`src/rtl/clock_cal_pkg.sv`:
```
// Shared types, constants and BCD helpers for the clock/calendar core.
// Contents: FSM state enum, blink_led field codes, BCD range limits,
// two-digit BCD step, leap-year test and days-in-month lookup.
package clock_cal_pkg;

    typedef enum logic {
        ST_RUN = 1'b0,
        ST_SET = 1'b1
    } state_e;

    localparam logic [1:0] BLINK_NONE = 2'b00;
    localparam logic [1:0] BLINK_F1   = 2'b01;
    localparam logic [1:0] BLINK_F2   = 2'b10;
    localparam logic [1:0] BLINK_F3   = 2'b11;

    localparam logic [7:0]  BCD_ZERO     = 8'h00;
    localparam logic [7:0]  BCD_ONE      = 8'h01;
    localparam logic [7:0]  BCD_MAX_MS   = 8'h59;
    localparam logic [7:0]  BCD_MAX_HH   = 8'h23;
    localparam logic [7:0]  BCD_MAX_MO   = 8'h12;
    localparam logic [15:0] BCD_MAX_YYYY = 16'h9999;

    // Next value of a two-digit BCD counter; anything at or past max wraps to min.
    function automatic logic [7:0] bcd2_next(input logic [7:0] v,
                                             input logic [7:0] min_v,
                                             input logic [7:0] max_v);
        if (v >= max_v)
            return min_v;
        else if (v[3:0] == 4'd9)
            return {v[7:4] + 4'd1, 4'd0};
        else
            return {v[7:4], v[3:0] + 4'd1};
    endfunction

    // 10*t + u is divisible by 4 iff 2*t + u is, so only tens parity matters.
    function automatic logic bcd2_div4(input logic [7:0] v);
        if (v[4])
            return (v[3:0] == 4'd2) || (v[3:0] == 4'd6);
        else
            return (v[3:0] == 4'd0) || (v[3:0] == 4'd4) || (v[3:0] == 4'd8);
    endfunction

    // Century years (low pair 00) are leap only when the high pair is divisible by 4.
    function automatic logic is_leap(input logic [15:0] y);
        if (y[7:0] != 8'h00)
            return bcd2_div4(y[7:0]);
        else
            return bcd2_div4(y[15:8]);
    endfunction

    function automatic logic [7:0] days_in_month(input logic [7:0]  mo,
                                                 input logic [15:0] y,
                                                 input logic        leap_en);
        case (mo)
            8'h04, 8'h06, 8'h09, 8'h11: return 8'h30;
            8'h02:                      return (leap_en && is_leap(y)) ? 8'h29 : 8'h28;
            default:                    return 8'h31;
        endcase
    endfunction

endpackage

```
`src/rtl/clock_calendar_core_if.sv`:
```
// Button/tick inputs and display-facing outputs of the clock/calendar core.
// master: event source and display consumer; slave: the core itself.
interface clock_calendar_core_if;
    logic        tick_1hz;
    logic        btn_mode;
    logic        btn_view;
    logic        btn_sel;
    logic        btn_inc;
    logic [7:0]  bcd_ss;
    logic [7:0]  bcd_mm;
    logic [7:0]  bcd_hh;
    logic [7:0]  bcd_dd;
    logic [7:0]  bcd_mo;
    logic [15:0] bcd_yyyy;
    logic        smh_dmy;
    logic        dem_chinh;
    logic [1:0]  blink_led;

    modport master (
        output tick_1hz, btn_mode, btn_view, btn_sel, btn_inc,
        input  bcd_ss, bcd_mm, bcd_hh, bcd_dd, bcd_mo, bcd_yyyy,
        input  smh_dmy, dem_chinh, blink_led
    );

    modport slave (
        input  tick_1hz, btn_mode, btn_view, btn_sel, btn_inc,
        output bcd_ss, bcd_mm, bcd_hh, bcd_dd, bcd_mo, bcd_yyyy,
        output smh_dmy, dem_chinh, blink_led
    );
endinterface

```
`src/rtl/bcd2_counter.sv`:
```
// Two-digit packed-BCD register with programmable wrap range.
// Ports: clk, rst (sync, active high), inc_i, load_i/load_val_i (load wins),
// min_i/max_i wrap range, val_o registered value, carry_c_o = inc at max.
module bcd2_counter
    import clock_cal_pkg::*;
#(
    parameter logic [7:0] RESET_VAL = 8'h00
) (
    input  logic       clk,
    input  logic       rst,
    input  logic       inc_i,
    input  logic       load_i,
    input  logic [7:0] load_val_i,
    input  logic [7:0] min_i,
    input  logic [7:0] max_i,
    output logic [7:0] val_o,
    output logic       carry_c_o
);
    logic [7:0] val_q;
    logic [7:0] val_d;

    always_comb begin
        val_d = val_q;
        if (load_i)
            val_d = load_val_i;
        else if (inc_i)
            val_d = bcd2_next(val_q, min_i, max_i);
    end

    always_ff @(posedge clk) begin
        if (rst)
            val_q <= RESET_VAL;
        else
            val_q <= val_d;
    end

    assign val_o     = val_q;
    assign carry_c_o = inc_i && (val_q >= max_i);
endmodule

```
`src/rtl/clock_calendar_core.sv`:
```
// Time/date keeping core: BCD seconds..year with Gregorian month lengths and a
// RUN/SET button state machine feeding the seven-segment display stage.
// Ports: clk, rst (sync, active high), bus (clock_calendar_core_if.slave).
// Build option: CLOCK_CAL_LEAP_EN enables leap-year February (29 days).
module clock_calendar_core
    import clock_cal_pkg::*;
#(
    parameter logic [15:0] RESET_YEAR = 16'h2000
) (
    input  logic                        clk,
    input  logic                        rst,
    clock_calendar_core_if.slave        bus
);
`ifdef CLOCK_CAL_LEAP_EN
    localparam logic LEAP_EN = 1'b1;
`else
    localparam logic LEAP_EN = 1'b0;
`endif

    state_e     state_q;
    logic       view_q;
    logic       dem_q;
    logic [1:0] blink_q;

    logic [7:0] ss_q, mm_q, hh_q, dd_q, mo_q, yl_q, yh_q;
    logic       ss_cy, mm_cy, hh_cy, dd_cy, mo_cy, yl_cy, unused_yh_cy;
    logic       run_c, set_inc_c;
    logic [2:0] fsel_c;
    logic       ss_inc_c, mm_inc_c, hh_inc_c, dd_inc_c, mo_inc_c, yl_inc_c;
    logic [7:0] mo_nxt_c, yl_nxt_c, yh_nxt_c, dim_c, dim_nxt_c;
    logic       dd_load_c;

    // Edits are suppressed when btn_mode leaves SET in the same cycle.
    assign run_c     = (state_q == ST_RUN);
    assign set_inc_c = (state_q == ST_SET) && bus.btn_inc && !bus.btn_mode;
    assign fsel_c    = {view_q, blink_q};

    // Carries only ripple in RUN; in SET a single field steps on its own.
    assign ss_inc_c = (run_c && bus.tick_1hz) || (set_inc_c && fsel_c == {1'b0, BLINK_F3});
    assign mm_inc_c = (run_c && ss_cy)        || (set_inc_c && fsel_c == {1'b0, BLINK_F2});
    assign hh_inc_c = (run_c && mm_cy)        || (set_inc_c && fsel_c == {1'b0, BLINK_F1});
    assign dd_inc_c = (run_c && hh_cy)        || (set_inc_c && fsel_c == {1'b1, BLINK_F1});
    assign mo_inc_c = (run_c && dd_cy)        || (set_inc_c && fsel_c == {1'b1, BLINK_F2});
    assign yl_inc_c = (run_c && mo_cy)        || (set_inc_c && fsel_c == {1'b1, BLINK_F3});

    // Month/year next values drive the same-cycle day clamp.
    assign mo_nxt_c  = mo_inc_c ? bcd2_next(mo_q, BCD_ONE, BCD_MAX_MO) : mo_q;
    assign yl_nxt_c  = yl_inc_c ? bcd2_next(yl_q, BCD_ZERO, BCD_MAX_YYYY[7:0]) : yl_q;
    assign yh_nxt_c  = yl_cy ? bcd2_next(yh_q, BCD_ZERO, BCD_MAX_YYYY[15:8]) : yh_q;
    assign dim_c     = days_in_month(mo_q, {yh_q, yl_q}, LEAP_EN);
    assign dim_nxt_c = days_in_month(mo_nxt_c, {yh_nxt_c, yl_nxt_c}, LEAP_EN);
    assign dd_load_c = !dd_inc_c && (dd_q > dim_nxt_c);

    bcd2_counter #(.RESET_VAL(BCD_ZERO)) u_ss (
        .clk(clk), .rst(rst), .inc_i(ss_inc_c), .load_i(1'b0), .load_val_i(BCD_ZERO),
        .min_i(BCD_ZERO), .max_i(BCD_MAX_MS), .val_o(ss_q), .carry_c_o(ss_cy));

    bcd2_counter #(.RESET_VAL(BCD_ZERO)) u_mm (
        .clk(clk), .rst(rst), .inc_i(mm_inc_c), .load_i(1'b0), .load_val_i(BCD_ZERO),
        .min_i(BCD_ZERO), .max_i(BCD_MAX_MS), .val_o(mm_q), .carry_c_o(mm_cy));

    bcd2_counter #(.RESET_VAL(BCD_ZERO)) u_hh (
        .clk(clk), .rst(rst), .inc_i(hh_inc_c), .load_i(1'b0), .load_val_i(BCD_ZERO),
        .min_i(BCD_ZERO), .max_i(BCD_MAX_HH), .val_o(hh_q), .carry_c_o(hh_cy));

    bcd2_counter #(.RESET_VAL(BCD_ONE)) u_dd (
        .clk(clk), .rst(rst), .inc_i(dd_inc_c), .load_i(dd_load_c), .load_val_i(dim_nxt_c),
        .min_i(BCD_ONE), .max_i(dim_c), .val_o(dd_q), .carry_c_o(dd_cy));

    bcd2_counter #(.RESET_VAL(BCD_ONE)) u_mo (
        .clk(clk), .rst(rst), .inc_i(mo_inc_c), .load_i(1'b0), .load_val_i(BCD_ZERO),
        .min_i(BCD_ONE), .max_i(BCD_MAX_MO), .val_o(mo_q), .carry_c_o(mo_cy));

    bcd2_counter #(.RESET_VAL(RESET_YEAR[7:0])) u_yl (
        .clk(clk), .rst(rst), .inc_i(yl_inc_c), .load_i(1'b0), .load_val_i(BCD_ZERO),
        .min_i(BCD_ZERO), .max_i(BCD_MAX_YYYY[7:0]), .val_o(yl_q), .carry_c_o(yl_cy));

    bcd2_counter #(.RESET_VAL(RESET_YEAR[15:8])) u_yh (
        .clk(clk), .rst(rst), .inc_i(yl_cy), .load_i(1'b0), .load_val_i(BCD_ZERO),
        .min_i(BCD_ZERO), .max_i(BCD_MAX_YYYY[15:8]), .val_o(yh_q), .carry_c_o(unused_yh_cy));

    // RUN/SET machine with view toggle and field selection.
    always_ff @(posedge clk) begin
        if (rst) begin
            state_q <= ST_RUN;
            dem_q   <= 1'b0;
            view_q  <= 1'b0;
            blink_q <= BLINK_NONE;
        end else begin
            if (bus.btn_view)
                view_q <= !view_q;
            case (state_q)
                ST_RUN: begin
                    if (bus.btn_mode) begin
                        state_q <= ST_SET;
                        dem_q   <= 1'b1;
                        blink_q <= BLINK_F1;
                    end
                end
                ST_SET: begin
                    if (bus.btn_mode) begin
                        state_q <= ST_RUN;
                        dem_q   <= 1'b0;
                        blink_q <= BLINK_NONE;
                    end else if (bus.btn_sel) begin
                        blink_q <= (blink_q == BLINK_F3) ? BLINK_F1 : blink_q + 2'd1;
                    end
                end
                default: begin
                    state_q <= ST_RUN;
                    dem_q   <= 1'b0;
                    blink_q <= BLINK_NONE;
                end
            endcase
        end
    end

    assign bus.bcd_ss    = ss_q;
    assign bus.bcd_mm    = mm_q;
    assign bus.bcd_hh    = hh_q;
    assign bus.bcd_dd    = dd_q;
    assign bus.bcd_mo    = mo_q;
    assign bus.bcd_yyyy  = {yh_q, yl_q};
    assign bus.smh_dmy   = view_q;
    assign bus.dem_chinh = dem_q;
    assign bus.blink_led = blink_q;
endmodule

```
`src/flat_wrapper.sv`:
```
// flat-port wrapper written by rule: the top's interface ports become plain ports
module clock_calendar_core_flat import clock_cal_pkg::*;
#(
    parameter logic [15:0] RESET_YEAR = 16'h2000
)
  (clk, rst, bus_tick_1hz, bus_btn_mode, bus_btn_view, bus_btn_sel, bus_btn_inc, bus_bcd_ss, bus_bcd_mm, bus_bcd_hh, bus_bcd_dd, bus_bcd_mo, bus_bcd_yyyy, bus_smh_dmy, bus_dem_chinh, bus_blink_led);
  clock_calendar_core_if bus_i ();
  input  logic clk;
  input  logic rst;
  input wire logic [$bits(bus_i.tick_1hz)-1:0] bus_tick_1hz;
  input wire logic [$bits(bus_i.btn_mode)-1:0] bus_btn_mode;
  input wire logic [$bits(bus_i.btn_view)-1:0] bus_btn_view;
  input wire logic [$bits(bus_i.btn_sel)-1:0] bus_btn_sel;
  input wire logic [$bits(bus_i.btn_inc)-1:0] bus_btn_inc;
  output wire logic [$bits(bus_i.bcd_ss)-1:0] bus_bcd_ss;
  output wire logic [$bits(bus_i.bcd_mm)-1:0] bus_bcd_mm;
  output wire logic [$bits(bus_i.bcd_hh)-1:0] bus_bcd_hh;
  output wire logic [$bits(bus_i.bcd_dd)-1:0] bus_bcd_dd;
  output wire logic [$bits(bus_i.bcd_mo)-1:0] bus_bcd_mo;
  output wire logic [$bits(bus_i.bcd_yyyy)-1:0] bus_bcd_yyyy;
  output wire logic [$bits(bus_i.smh_dmy)-1:0] bus_smh_dmy;
  output wire logic [$bits(bus_i.dem_chinh)-1:0] bus_dem_chinh;
  output wire logic [$bits(bus_i.blink_led)-1:0] bus_blink_led;
  assign bus_i.tick_1hz = bus_tick_1hz;
  assign bus_i.btn_mode = bus_btn_mode;
  assign bus_i.btn_view = bus_btn_view;
  assign bus_i.btn_sel = bus_btn_sel;
  assign bus_i.btn_inc = bus_btn_inc;
  assign bus_bcd_ss = bus_i.bcd_ss;
  assign bus_bcd_mm = bus_i.bcd_mm;
  assign bus_bcd_hh = bus_i.bcd_hh;
  assign bus_bcd_dd = bus_i.bcd_dd;
  assign bus_bcd_mo = bus_i.bcd_mo;
  assign bus_bcd_yyyy = bus_i.bcd_yyyy;
  assign bus_smh_dmy = bus_i.smh_dmy;
  assign bus_dem_chinh = bus_i.dem_chinh;
  assign bus_blink_led = bus_i.blink_led;
  clock_calendar_core #(.RESET_YEAR(RESET_YEAR)) u_core (.clk(clk), .rst(rst), .bus(bus_i));
endmodule
```
`config.mk`:
```
export PLATFORM = sky130hd
export DESIGN_NAME = clock_calendar_core_flat
export DESIGN_NICKNAME = d
export VERILOG_FILES = /design/src/rtl/clock_cal_pkg.sv /design/src/rtl/clock_calendar_core_if.sv /design/src/rtl/bcd2_counter.sv /design/src/rtl/clock_calendar_core.sv /design/src/flat_wrapper.sv
export SDC_FILE = /design/constraint.sdc
export NUM_CORES = 1
export LEC_CHECK = 0
export ABC_AREA = 1
export ABC_CLOCK_PERIOD_IN_PS = 4400
export BUFFER_PORTS_ARGS = -buffer_cell sky130_fd_sc_hd__buf_2
export CORE_ASPECT_RATIO = 1.4
export CORE_MARGIN = 2
export CORE_UTILIZATION = 40
export CTS_CLUSTER_SIZE = 10
export DETAILED_ROUTE_END_ITERATION = 10
export PLACE_DENSITY = 0.62
export RECOVER_POWER = 25
export SYNTH_ARGS = -nofsm -noshare
export SYNTH_HDL_FRONTEND = slang
export SYNTH_SLANG_ARGS = --single-unit
```
`constraint.sdc`:
```
create_clock -name clk -period 4.4 [get_ports clk]
set_input_delay 0.22 -clock clk [delete_from_list [all_inputs] [get_ports clk]]
set_output_delay 0.22 -clock clk [all_outputs]
set_load 0.02 [all_outputs]
```
==> results.cfg <==
[outcome]
status = complete, no violations

[routing]
wl_per_cell_microns = 12.1
highest_layer = met4
drtIter0Drc = 168
met1Wirelength_microns = 3700
via_count = 3610
drc = 0
wl_met3_microns = 414
ant_nets = 0
vias_per_cell = 5.02
first_pass_iters = 4
route.met2.wl_microns = 4370
routed_wl_microns = 8680

[setup_path]
reg2reg_to = u_core.u_dd.val_o[3]
criticalPathCategory = flip-flop to flip-flop
r2r_setup_slack_ps = 380
start_kind = flip-flop
r2r_start = u_core.u_mo.val_o[1]
reg2regPathDepth = 29
crit_required_ps = 4670
cp_slowest_stage_delay_ps = 420
arrival_ps = 4290
startpoint = u_core.u_mo.val_o[1]
setup.worst_path.end = u_core.u_dd.val_o[3]
worstPathMaxFanout = 12
cp_slowest_cell = dfxtp_1
cp-end-kind = flip-flop

[sta]
worstMarginPinSlew_ps = 565
fin_skew_ps = 5.23
setup_tns_ps = 0
max_slew_margin = 0.621
period_needed_ps = 4020
hold_viol = 0
timing.final.max_slew_violations = 0
rsz0062_at_grt = no
fin_ws_ps = 378
finalSetupViolCount = 0
fmax_mhz = 249
post-route-period-util = 0.914

[yosys]
synthSimpleGateAreaFrac = 0.343
synth_top_family_by_area = simple AND/OR/NAND/NOR gates
postSynth.asyncResetShare = 0
synth_edf_count = 0
syn-instance-count = 537
synth_xor_area_frac = 0.0188
ys_warn_count = 0
synth-compound-area-share = 0.109
syn-num-nets = 572
synth-seq-cells = 61
synth_mux_area_frac = 0
syn_area_sq_um = 3720
synth_cell_types = 43
synth_fa_ha_area_frac = 0.0941
synth.avg_cell_area_sq_um = 6.93
synth_ff_type = dfxtp_1
yosysSeqAreaShare = 0.328

[die]
die_w_microns = 85.5
die_h_microns = 118
core_area_sq_um = 9030
dieArea_sq_um = 10100
io_pins = 67
start_util = 0.412
core.rowCount = 41

[clocking]
root_buffer = clkbuf_16
numCtsBuffers = 9
clk_pin_slew_worst_paths_ps = 50
htree_levels = 3
numClockSinks = 61
clock_latency_ps = 330
cts_resized = 0
clock_path_buffers = 2
postCtsHoldBufs = 0
post_cts_buffers = 0
cts_tree = built

[power_and_ir_drop]
seqPwrFrac = 0.443
switching_share = 0.235
combPwrFrac = 0.066
p_leak_nw = 2.03
intPower_mw = 0.993
net-switching-power_mw = 0.305
total_power_mw = 1.30
clockPowerShare = 0.491
ir_drop_uv = 258
p_per_area_nw_per_um2 = 295

[place]
globalplace.congestion = 0.874
port-buffer-count = 66
pre_cts_ws_ps = 245
hpwl_microns = 6660
post_dp_cell_area_sq_um = 4140

[grt]
grt_max_degree = 31
track_usage = 0.179
grt_pass1_wl_microns = 14800
first_global_vias = 3423
overflow = 0
antenna_found_initial = 0

[worst_hold_path]
hold_depth = 3
hp-class = input port to flip-flop

[run]
cap_viol_max_count = 0

[cells_and_area]
design_area_sq_um = 4400
antenna-diode-count = 0
synthToLayoutAreaGrowth_pct = 18.3
final_cell_mix = nand2_1 (110), inv_1 (87), nor2_1 (68), dfxtp_1 (60), buf_2 (39)
layout.nets = 644
layout-drive-gt1-share = 0.147
layout_commonest_cell = nand2_1
## power by group through the flow
stage | clock [mW] | sequential (mW) | combinational (mW)
2_1_floorplan | 0 | 0.593 | 0.0528
4_1_cts | 0.653 | 0.575 | 0.0871
3_5_place_dp | 0 | 0.586 | 0.0868
3_3_place_gp | 0 | 0.586 | 0.0854
6_report | 0.637 | 0.575 | 0.0851
5_1_grt | 0.673 | 0.576 | 0.0984
## synth_stat cells, types with 3 or more instances
| cell | n | area, sq um |
|---|---|---|
| a21oi_1 | 24 | 120 |
| nor4_1 | 4 | 25.0 |
| or2_2 | 3 | 18.8 |
| nor3b_1 | 3 | 22.5 |
| inv_1 | 87 | 327 |
| o21ai_0 | 19 | 95.1 |
| xnor2_1 | 3 | 26.3 |
| nor3_1 | 19 | 95.1 |
| o32ai_1 | 4 | 35.0 |
| buf_6 | 4 | 45.0 |
| nand3_2 | 5 | 50.1 |
| dfxtp_1 | 61 | 1220 |
| nand4_1 | 6 | 37.5 |
| nand2_2 | 8 | 50.1 |
| nor2_2 | 5 | 31.3 |
| o31ai_1 | 4 | 30.0 |
| nor2_1 | 69 | 259 |
| nand2_1 | 110 | 413 |
| ha_1 | 28 | 350 |
| a211oi_1 | 3 | 22.5 |
| xor2_1 | 5 | 43.8 |
| nand2_4 | 5 | 56.3 |
| nand3_1 | 33 | 165 |
## state kept, by name (all words and copies together), names as in the netlist
name and count:
u_core.u_mm.val_o 8, u_core.u_ss.val_o 8, u_core.u_yl.val_o 8, u_core.state_q 1, u_core.bus.smh_dmy 1, u_core.bus.blink_led 2, u_core.u_hh.val_o 8, u_core.u_mo.val_o 8
u_core.u_yh.val_o 8, u_core.u_dd.val_o 8, u_core.bus.dem_chinh 1
## cell families (layout without fill, tap and decap cells)
group	count (synthesis)	after routing
DFF	61	61
AOI/OAI and AO/OA	67	67
xor gates and xnor gates	8	8
buffers and inverters	97	172
adders and majority gates	28	28
other	1	1
and+or+nand+nor	275	275
## stage by stage
step	util	hold slack, ps	std cells
after floorplan	-	357	537
after global placement	0.459	429	705
after detailed placement	0.459	431	705
after CTS	0.488	142	719
after global routing	0.488	178	719
final	0.488	147	719
## worst max-delay path: cells and delay by family (launching register included)
| kind | cells | cell delay, ps |
|---|---|---|
| flip-flops | 1 | 420 |
| AO/OA/AOI/OAI | 4 | 580 |
| AND/OR/NAND/NOR | 16 | 1800 |
| adder cells (fa/ha/maj) | 2 | 590 |
| buffers and inverters | 7 | 580 |
## worst min-delay path by stage
stage / startpoint / slack [ps] / end
after detailed placement: u_core.u_ss.val_o[7] / 430 / u_core.u_ss.val_o[7]
after global placement: u_core.u_ss.val_o[7] / 430 / u_core.u_ss.val_o[7]
after floorplan: bus_btn_view / 360 / u_core.bus.smh_dmy
final: bus_btn_view / 150 / u_core.bus.smh_dmy
after global routing: bus_btn_view / 180 / u_core.bus.smh_dmy
after CTS: bus_btn_view / 140 / u_core.bus.smh_dmy
## cell type report
type                            count  area [sq um]
Fill cell                         927          4630
Multi-Input combinational cell    379          2130
Sequential cell                    61          1220
Inverter                           90           338
Timing Repair Buffer               68           312
Clock buffer                       12           256
Tap cell                          107           134
Clock inverter                      2          10.0
## routing by layer
layer,vias up,GRT usage
met5,-,0
met4,0,0.0804
li1,1877,-
met3,12,0.0426
met2,76,0.311
met1,1645,0.206
No activity file was read; power rests on OpenSTA's default activity.
